==> config.mk <==
export PLATFORM = sky130hd
export DESIGN_NAME = glitch_sweep_ctrl
export DESIGN_NICKNAME = d
export VERILOG_FILES = /design/src/rtl/glitch_sweep_ctrl.sv
export SDC_FILE = /design/constraint.sdc
export NUM_CORES = 1
export LEC_CHECK = 0
export CORE_UTILIZATION = 40
export DETAILED_ROUTE_END_ITERATION = 16
export SLEW_MARGIN = 20
export SYNTH_ARGS = -nofsm -noshare
export SYNTH_HDL_FRONTEND = slang
export SYNTH_SLANG_ARGS = --single-unit
==> constraint.sdc <==
create_clock -name clk_i -period 10.8 [get_ports clk_i]
set_input_delay 1.62 -clock clk_i [delete_from_list [all_inputs] [get_ports clk_i]]
set_output_delay 1.62 -clock clk_i [all_outputs]
set_load 0.01 [all_outputs]
==> src/rtl/glitch_sweep_ctrl.sv <==
// Wishbone master that sweeps a glitch_wb over delay (inner loop) and width (outer loop).
// Optional external trigger gate before each ARM write: define GLITCH_SWEEP_EXTTRIG_EN.
module glitch_sweep_ctrl #(
  parameter int ACK_TIMEOUT = 16,
  parameter int POLL_MAX    = 1024,
  parameter int HOLDOFF     = 8
) (
  input  logic        clk_i,
  input  logic        rst_i,
  input  logic        start_i,
  input  logic        abort_i,
  input  logic [15:0] d_start_i,
  input  logic [15:0] d_end_i,
  input  logic [15:0] d_step_i,
  input  logic [7:0]  w_start_i,
  input  logic [7:0]  w_end_i,
  input  logic [7:0]  w_step_i,
  input  logic [7:0]  mode_i,
`ifdef GLITCH_SWEEP_EXTTRIG_EN
  input  logic        ext_trig_i,
`endif
  output logic [5:2]  adr_o,
  output logic [7:0]  dat_o,
  output logic        we_o,
  output logic        stb_o,
  input  logic [7:0]  dat_i,
  input  logic        ack_i,
  output logic        busy_o,
  output logic        done_o,
  output logic        err_o,
  output logic [15:0] cur_delay_o,
  output logic [7:0]  cur_width_o,
  output logic [23:0] points_o
);

  // glitch_wb register address codes
  localparam logic [3:0] ADR_STATUS = 4'h0;
  localparam logic [3:0] ADR_MODE   = 4'h1;
  localparam logic [3:0] ADR_DELAY0 = 4'h2;
  localparam logic [3:0] ADR_DELAY1 = 4'h3;
  localparam logic [3:0] ADR_WIDTH  = 4'h4;

  localparam int TMO_W  = $clog2(ACK_TIMEOUT + 1);
  localparam int POLL_W = $clog2(POLL_MAX + 1);
  localparam int HOLD_W = $clog2(HOLDOFF + 1);
  localparam logic [TMO_W-1:0]  TMO_LAST  = TMO_W'(ACK_TIMEOUT - 1);
  localparam logic [POLL_W-1:0] POLL_LAST = POLL_W'(POLL_MAX);
  localparam logic [HOLD_W-1:0] HOLD_LAST = HOLD_W'(HOLDOFF - 1);

  typedef enum logic [3:0] {
    IDLE, CFG_MODE, WR_D0, WR_D1, WR_W, ARM, POLL, HOLD, NEXT, ERR
`ifdef GLITCH_SWEEP_EXTTRIG_EN
    , WAIT_TRIG
`endif
  } state_t;

  state_t              state;
  logic                pend;
  logic [TMO_W-1:0]    tmo_cnt;
  logic [POLL_W-1:0]   poll_cnt;
  logic [HOLD_W-1:0]   hold_cnt;
  logic [15:0]         d_start_r, d_end_r, d_step_r;
  logic [7:0]          w_end_r, w_step_r, mode_r;

  logic [3:0]          acc_adr;
  logic [7:0]          acc_dat;
  logic                acc_we;
  logic [16:0]         d_sum;
  logic [8:0]          w_sum;
  logic                unused_dat;

  assign unused_dat = ^dat_i[7:1];

  // Extra carry bit so an increment past 16'hFFFF / 8'hFF still ends the axis
  assign d_sum = {1'b0, cur_delay_o} + {1'b0, d_step_r};
  assign w_sum = {1'b0, cur_width_o} + {1'b0, w_step_r};

`ifdef GLITCH_SWEEP_EXTTRIG_EN
  logic [2:0] trig_sync;
  logic       trig_rise;

  always_ff @(posedge clk_i or posedge rst_i) begin
    if (rst_i) trig_sync <= 3'b000;
    else       trig_sync <= {trig_sync[1:0], ext_trig_i};
  end

  assign trig_rise = trig_sync[1] & ~trig_sync[2];
`endif

  always_comb begin
    acc_adr = ADR_STATUS;
    acc_dat = 8'h00;
    acc_we  = 1'b1;
    case (state)
      CFG_MODE: begin acc_adr = ADR_MODE;   acc_dat = mode_r;            end
      WR_D0:    begin acc_adr = ADR_DELAY0; acc_dat = cur_delay_o[7:0];  end
      WR_D1:    begin acc_adr = ADR_DELAY1; acc_dat = cur_delay_o[15:8]; end
      WR_W:     begin acc_adr = ADR_WIDTH;  acc_dat = cur_width_o;       end
      ARM:      acc_dat = 8'h01;
      POLL:     acc_we  = 1'b0;
      default:  ;
    endcase
  end

  always_ff @(posedge clk_i or posedge rst_i) begin
    if (rst_i) begin
      state       <= IDLE;
      pend        <= 1'b0;
      tmo_cnt     <= '0;
      poll_cnt    <= '0;
      hold_cnt    <= '0;
      d_start_r   <= '0;
      d_end_r     <= '0;
      d_step_r    <= '0;
      w_end_r     <= '0;
      w_step_r    <= '0;
      mode_r      <= '0;
      adr_o       <= '0;
      dat_o       <= '0;
      we_o        <= 1'b0;
      stb_o       <= 1'b0;
      busy_o      <= 1'b0;
      done_o      <= 1'b0;
      err_o       <= 1'b0;
      cur_delay_o <= '0;
      cur_width_o <= '0;
      points_o    <= '0;
    end else begin
      done_o <= 1'b0;
      stb_o  <= 1'b0;
      case (state)
        IDLE: begin
          if (start_i) begin
            if ((d_start_i > d_end_i) || (w_start_i > w_end_i)) begin
              err_o <= 1'b1;
            end else begin
              d_start_r   <= d_start_i;
              d_end_r     <= d_end_i;
              d_step_r    <= (d_step_i == 16'd0) ? 16'd1 : d_step_i;
              w_end_r     <= w_end_i;
              w_step_r    <= (w_step_i == 8'd0) ? 8'd1 : w_step_i;
              mode_r      <= mode_i;
              cur_delay_o <= d_start_i;
              cur_width_o <= w_start_i;
              err_o       <= 1'b0;
              points_o    <= '0;
              pend        <= 1'b0;
              busy_o      <= 1'b1;
              state       <= CFG_MODE;
            end
          end
        end

        CFG_MODE, WR_D0, WR_D1, WR_W, ARM, POLL: begin
          if (!pend) begin
            if (abort_i) begin
              busy_o <= 1'b0;
              state  <= IDLE;
            end else begin
              stb_o   <= 1'b1;
              pend    <= 1'b1;
              tmo_cnt <= '0;
              adr_o   <= acc_adr;
              dat_o   <= acc_dat;
              we_o    <= acc_we;
            end
          end else if (!stb_o) begin
            // Only cycles after the strobe count toward the ack window
            if (ack_i) begin
              pend <= 1'b0;
              if (abort_i) begin
                busy_o <= 1'b0;
                state  <= IDLE;
              end else begin
                case (state)
                  CFG_MODE: state <= WR_D0;
                  WR_D0:    state <= WR_D1;
                  WR_D1:    state <= WR_W;
`ifdef GLITCH_SWEEP_EXTTRIG_EN
                  WR_W:     state <= WAIT_TRIG;
`else
                  WR_W:     state <= ARM;
`endif
                  ARM: begin
                    state    <= POLL;
                    stb_o    <= 1'b1;
                    pend     <= 1'b1;
                    tmo_cnt  <= '0;
                    adr_o    <= ADR_STATUS;
                    dat_o    <= 8'h00;
                    we_o     <= 1'b0;
                    poll_cnt <= POLL_W'(1);
                  end
                  POLL: begin
                    if (dat_i[0]) begin
                      if (points_o != 24'hFF_FFFF) points_o <= points_o + 24'd1;
                      hold_cnt <= '0;
                      state    <= HOLD;
                    end else if (poll_cnt == POLL_LAST) begin
                      state <= ERR;
                    end else begin
                      stb_o    <= 1'b1;
                      pend     <= 1'b1;
                      tmo_cnt  <= '0;
                      poll_cnt <= poll_cnt + 1'b1;
                    end
                  end
                  default: state <= IDLE;
                endcase
              end
            end else if (tmo_cnt == TMO_LAST) begin
              pend  <= 1'b0;
              state <= ERR;
            end else begin
              tmo_cnt <= tmo_cnt + 1'b1;
            end
          end
        end

`ifdef GLITCH_SWEEP_EXTTRIG_EN
        WAIT_TRIG: begin
          if (abort_i) begin
            busy_o <= 1'b0;
            state  <= IDLE;
          end else if (trig_rise) begin
            state <= ARM;
          end
        end
`endif

        HOLD: begin
          if (abort_i) begin
            busy_o <= 1'b0;
            state  <= IDLE;
          end else if (hold_cnt == HOLD_LAST) begin
            state <= NEXT;
          end else begin
            hold_cnt <= hold_cnt + 1'b1;
          end
        end

        NEXT: begin
          if (abort_i) begin
            busy_o <= 1'b0;
            state  <= IDLE;
          end else if (d_sum <= {1'b0, d_end_r}) begin
            cur_delay_o <= d_sum[15:0];
            state       <= WR_D0;
          end else begin
            cur_delay_o <= d_start_r;
            if (w_sum <= {1'b0, w_end_r}) begin
              cur_width_o <= w_sum[7:0];
              state       <= WR_D0;
            end else begin
              done_o <= 1'b1;
              busy_o <= 1'b0;
              state  <= IDLE;
            end
          end
        end

        ERR: begin
          err_o  <= 1'b1;
          busy_o <= 1'b0;
          pend   <= 1'b0;
          state  <= IDLE;
        end

        default: state <= IDLE;
      endcase
    end
  end

endmodule
# Word-level counts from Yosys, hierarchy flattened

Cells that the tools add are included.

Output and inout port bits: 65
Register bits after elaboration: 162
Input bits: 93

Add/sub/neg operators: 6
Multiplexer cells: 115
Bitwise gates (word level): 3
$lt $le $gt $ge: 4
Equal/unequal tests: 46
Reductions and logical operators: 24

Operators by type and width:

| kind                                                                   | count |
|---|---|
| 24-bit 2-to-1 mux                                                      | 9 |
| 4-bit 2-to-1 mux                                                       | 26 |
| 8-bit 2-to-1 mux                                                       | 12 |
| 16-bit 2-to-1 mux                                                      | 5 |
| 24-bit case mux with 2 select lines                                    | 1 |
| 5-bit 2-to-1 mux                                                       | 8 |
| 8-bit case mux with 5 select lines                                     | 1 |
| 1-bit 2-to-1 mux                                                       | 36 |
| 2-bit != test (second input constant)                                  | 18 |
| 16-bit case mux with 2 select lines                                    | 1 |
| 24-bit by 1-bit adder with 24-bit output (second input constant)       | 1 |
| 24-bit != test (second input constant)                                 | 1 |
| 3-bit != test (second input constant)                                  | 8 |
| 4-bit case mux with 6 select lines                                     | 1 |
| 11-bit 2-to-1 mux                                                      | 2 |
| 11-bit case mux with 2 select lines                                    | 1 |
| 4-bit by 3-bit equality test with 1-bit output (second input constant) | 5 |
| 16-bit by 16-bit adder with 17-bit output                              | 1 |
| 17-bit by 16-bit less-or-equal comparator with 1-bit output            | 1 |
| 16-bit > comparator                                                    | 1 |
| 16-bit logical NOT                                                     | 1 |
| 4-bit case mux with 4 select lines                                     | 1 |
| 8-bit case mux with 2 select lines                                     | 1 |
| 8-bit AND reduction                                                    | 2 |
| 37 further kinds                                                       | 54 |

# Logic depth before layout (Yosys ltp)

Word-level depth: 9
Mapped depth: 19
Mapped depth without buffers: 17

# Worst setup path after synthesis

OpenSTA, ideal clock, no wires.

Path kind: register -> register
Start point: reg cur_delay_o[0]
End point: reg cur_width_o[0]
Stages on the path, launching flop included: 19
Arrival time: 4.502 ns
Period minus slack after synthesis: 4.627 ns
Setup slack: 6.173 ns
Buffers on the path: 1
Setup time: 0.125 ns
Cell sequence: dfrtp_1 -> ha_1 -> fa_1 -> a21o_1 -> a311o_2 -> nand4_1 -> a311o_2 -> or4b_1 -> o211ai_1 -> ha_1 -> nand2_1 -> or4_1 -> a31oi_1 -> nor4_1 -> o32a_1 -> buf_4 -> nand2b_4 -> a21oi_4 -> mux2_2

Cells in the longest elaborated chain, start to end: 4

Ends and longest elaborated chain:

| element                                                     | RTL line | source |
|---|---|---|
| start, declared                                             | 31       | `output logic [15:0] cur_delay_o,` |
| start signal, assigned                                      | 143      | `cur_delay_o <= d_start_i;` |
| start signal, assigned                                      | 247      | `cur_delay_o <= d_sum[15:0];` |
| start signal, assigned                                      | 250      | `cur_delay_o <= d_start_r;` |
| 16-bit by 16-bit adder with 17-bit output                   | 75       | `assign d_sum = {1'b0, cur_delay_o} + {1'b0, d_step_r};` |
| 17-bit by 16-bit less-or-equal comparator with 1-bit output | 246      | `end else if (d_sum <= {1'b0, d_end_r}) begin` |
| 2-bit != test (no source line)                              | --       |  |
| 6-bit AND reduction (no source line)                        | --       |  |
| end signal, assigned                                        | 144      | `cur_width_o <= w_start_i;` |
| end signal, assigned                                        | 252      | `cur_width_o <= w_sum[7:0];` |
| end, declared                                               | 32       | `output logic [7:0] cur_width_o,` |

Every way passes these cells.
A chain may end at the register's enable or synchronous reset.

# Worst setup path in the final report

Start point: reg cur_delay_o[4]
End point: reg cur_width_o[6]

The elaborated chain is that of the path after synthesis.

==> metrics.md <==
| Metric | Value |
|---|---|
| Critical Path Source Type | flop |
| Final #Nets | between 1,000 and 1,500 |
| Largest net degree at the start of global routing | between 90 and 100 |
| Setup TNS | 0 ns |
| Critical Path AT | 6.03 ns |
| DR vias/cell | roughly 5.5 |
| Number of flops mapped to enable cells by yosys | 0 |
| Yosys top cell by area | dfrtp_1 |
| Clock latency on the worst-skew pair | 0.43 ns |
| Slew @ Worst Pin | between 1 and 1.5 ns |
| Final WL | approximately 27 mm |
| Cell count after synthesis | around 1,000 |
| Post-Layout Cell Count | roughly 1,500 |
| Worst-path clk slew | about 0.06 ns |
| Clock sink count | approximately 160 |
| Site Rows | 57 |
| Final period utilization | 0.530 |
| Outcome | finished, final reports clean |
| Mapped Area | between 9000 and 10,000 um^2 |
| Seq/Total Area, Yosys | 0.410 |
| DIE AREA | ~25,000 um^2 |
| CP Capture Type | flop |
| Placed insts | ~1,500 |
| Iteration count of the initial detailed-routing pass | 6 |
| Post_cts resized | 0 |
| Initial antenna violation count | 1 |
| TritonCTS clock tree | yes |
| Cell family with most CP delay | compound AO/OA/AOI/OAI gates |
| CP max FO | 10 |
| Hpwl dp | 20.0 mm |
| Die X-Extent | roughly 160 um |
| Buf+Inv Stages, Crit Path | 1 |
| Leakage Power | 5.38 nW |
| CP Cell Sequence | ha_1 -> a2111o_1 -> a311o_2 -> nand4_1 -> a311o_2 -> or4b_1 -> o211ai_1 -> ha_1 -> nand2_1 -> or4_1 -> a31oi_1 -> nor4_1 -> o32a_1 -> buf_4 -> nand2b_4 -> a21oi_4 -> mux2_2 |
| Fill count | between 2,000 and 2,500 |
| Die height | around 160 um |
| Remaining Overflow, GRT | 0 |
| Unrepaired setup endpoints after global routing | no |
| Number of top-level pins | 158 |
| Routed vias | 8,255 |
| Finished Core Util | 0.502 |
| Worst path max stage delay | 0.56 ns |
| Area grow syn2layout | 23.8% |
| Top cells by area, synth | dfrtp_1 (41%), ha_1 (9.9%), mux2_2 (6.3%), nand2_1 (4.6%), o21ai_0 (4.1%) |
| Primary FF master, synth | dfrtp_1 |
| FMAX | roughly 0.17 GHz |
| Syn nets | between 1,000 and 1,500 |
| Final Hold Fails | 0 |
| Vias in the first global route | just over 8,000 |
| RePlAce Congestion | around 0.84 |
| Post-Place Cell Area | about 12,000 um^2 |
| Slew Limit Fails | 0 |
| Warnings from Yosys | 0 |
| Skew final | about 0.0083 ns |
| CP max stage cell | or4_1 |
| Initial DRC count | between 500 and 600 |
| Drt wl/cell | between 15 and 20 um |
| Worst VDD drop | 207 uV |
| Final ANT Viol Nets | 0 |
| Hold Crit Class | reg -> reg |
| Final setup vio count | 0 |
| Post-route cell area | 12,200 um^2 |
| Initial Util | 0.406 |
| Root Driver | clkbuf_16 |
| Yosys reg bits | around 160 |
| Share of layout cells above drive strength 1 | 0.0926 |
| Min Tclk post-route | 5.72 ns |
| Worst relative slew slack | 0.305 |
| Crit Path Class | reg -> reg |
| Max Cap Viol | 0 |
| H-tree depth | 4 |
| Post-synth ARST share | 1.00 |
| Core area | between 20,000 and 25,000 um^2 |
| First-pass GRT wire length | between 40 and 50 mm |
| Post CTS Setup Buffer Count | 0 |
| ANT cells | 0 |
| Post-synth top area share | 0.410 |
| Hold WS | approximately 0.48 ns |
| PortBufs | ~150 |
| CTS hold repair buffers | 0 |
| # DRC | 0 |
| Yosys cell types | approximately 70 |
| PD cells | between 300 and 400 nW/um^2 |
| Worst EP required | approximately 11 ns |
| Max clock buf depth | 2 |
| Total track usage | 0.220 |
| Clock buffer count from CTS | 17 |
| Syn Area/Cell | approximately 9.4 um^2 |
==> worst register-to-register path, stage by stage, from the launching register on <==
cell and delay (ns):
dfrtp_1 0.49, ha_1 0.45, a2111o_1 0.46, a311o_2 0.39
nand4_1 0.14, a311o_2 0.25, or4b_1 0.45, o211ai_1 0.17
ha_1 0.18, nand2_1 0.07, or4_1 0.56, a31oi_1 0.22
nor4_1 0.08, o32a_1 0.46, buf_4 0.32, nand2b_4 0.16
a21oi_4 0.35, mux2_2 0.38
==> layer usage <==
metal | wire length [um] | vias to the layer above | track usage
met2 | 12600 | 183 | 0.355
met1 | 13200 | 4038 | 0.306
met3 | 1010 | 22 | 0.0340
met4 | 352 | 2 | 0.0587
met5 | 16 | - | 0
li1 | - | 4010 | -
==> placed cells by master (no fill, tap or decap), types with 14 or more instances in the layout <==
| cell type | n |
|---|---|
| inv_1 | 67 |
| a21oi_1 | 49 |
| clkbuf_16 | 17 |
| xnor2_1 | 21 |
| dfrtp_1 | 161 |
| o21ai_0 | 80 |
| o22ai_1 | 14 |
| nor4_1 | 17 |
| nand2_1 | 121 |
| xor2_1 | 20 |
| nor2_1 | 65 |
| mux2i_1 | 24 |
| nand3_1 | 23 |
| mux2_2 | 55 |
| ha_1 | 78 |
| nand4_1 | 27 |
| clkdlybuf4s50_1 | 149 |
| nor3_1 | 17 |
| a22oi_1 | 20 |
==> through the flow <==
step,worst slack (ns),power (W)
finish,5.08,0.00368
global route,4.90,0.00397
CTS,5.11,0.00369
detailed placement,5.14,0.00309
global placement,5.20,0.00305
floorplan,4.83,0.00247
==> kinds of logic after synthesis <==
family,count (synthesis),synth area share
and+or+nand+nor,336,0.166
AOI/OAI and AO/OA,233,0.151
DFF,161,0.410
buffers and inverters,114,0.0462
adders and majority gates,80,0.103
muxes,79,0.0874
xor gates and xnor gates,41,0.0365
other,1,0.000381
==> sequential cells by signal, summed over array words and instances, names as in the netlist, 3 cells and up <==
| register | count |
|---|---|
| d_end_r | 16 |
| state | 4 |
| points_o | 24 |
| d_step_r | 16 |
| cur_delay_o | 16 |
| mode_r | 8 |
| hold_cnt | 4 |
| dat_o | 8 |
| adr_o | 3 |
| cur_width_o | 8 |
| w_end_r | 8 |
| tmo_cnt | 5 |
| w_step_r | 8 |
| d_start_r | 16 |
| poll_cnt | 11 |
==> final timing paths <==
check,from,slack (ns),cells after the start,endpoint
worst max-delay path,cur_delay_o[4],5.08,17,cur_width_o[6]
worst min-delay path,adr_o[4],0.48,2,adr_o[4]
worst max register to register,cur_delay_o[4],5.08,17,cur_width_o[6]
worst min register to register,adr_o[4],0.48,2,adr_o[4]
max in group asynchronous,rst_i,7.57,3,hold_cnt[1]
min in group asynchronous,rst_i,1.75,2,cur_width_o[1]
==> Yosys cell counts, types with 3 or more instances <==
cell      number
clkbuf_1      32
nor4_1        18
and2_1         8
buf_4          4
a211o_1        5
xnor2_1       21
nand4_1       27
o211ai_1       6
mux2i_1       24
a211oi_1       5
dfrtp_1      161
nand3_1       23
or2_2          3
buf_2          8
inv_1         68
ha_1          78
a21o_1        12
a311o_1        4
or3_1          7
a21oi_1       49
nor2_1        65
and3_1        13
nor2b_1       11
o22ai_1       14
nand2b_1       8
a22oi_1       20
mux2_2        55
o21ai_0       80
a221o_1        3
nor3_1        18
nand2_1      121
or4_1          3
o21a_1         3
o31ai_1        4
a41oi_1        3
xor2_1        20
==> cell type report <==
class                   instances  area [um^2]  area share
clock inverters                10         86.3     0.00709
multi-input cells             770         5370       0.441
flip-flops and latches        161         4030       0.331
well taps                     324          405      0.0333
repair buffers                158         1560       0.128
inverters                      68          260      0.0214
clock buffers                  21          470      0.0386
==> where the power goes <==
part           total, W  switching, W  internal, W  leakage (nW)
sequential      0.00102      0.000204     0.000815          2.05
combinational   0.00208       0.00113     0.000955          3.06
clock          0.000583      0.000250     0.000333         0.270
(Power assumes the default switching activity.)
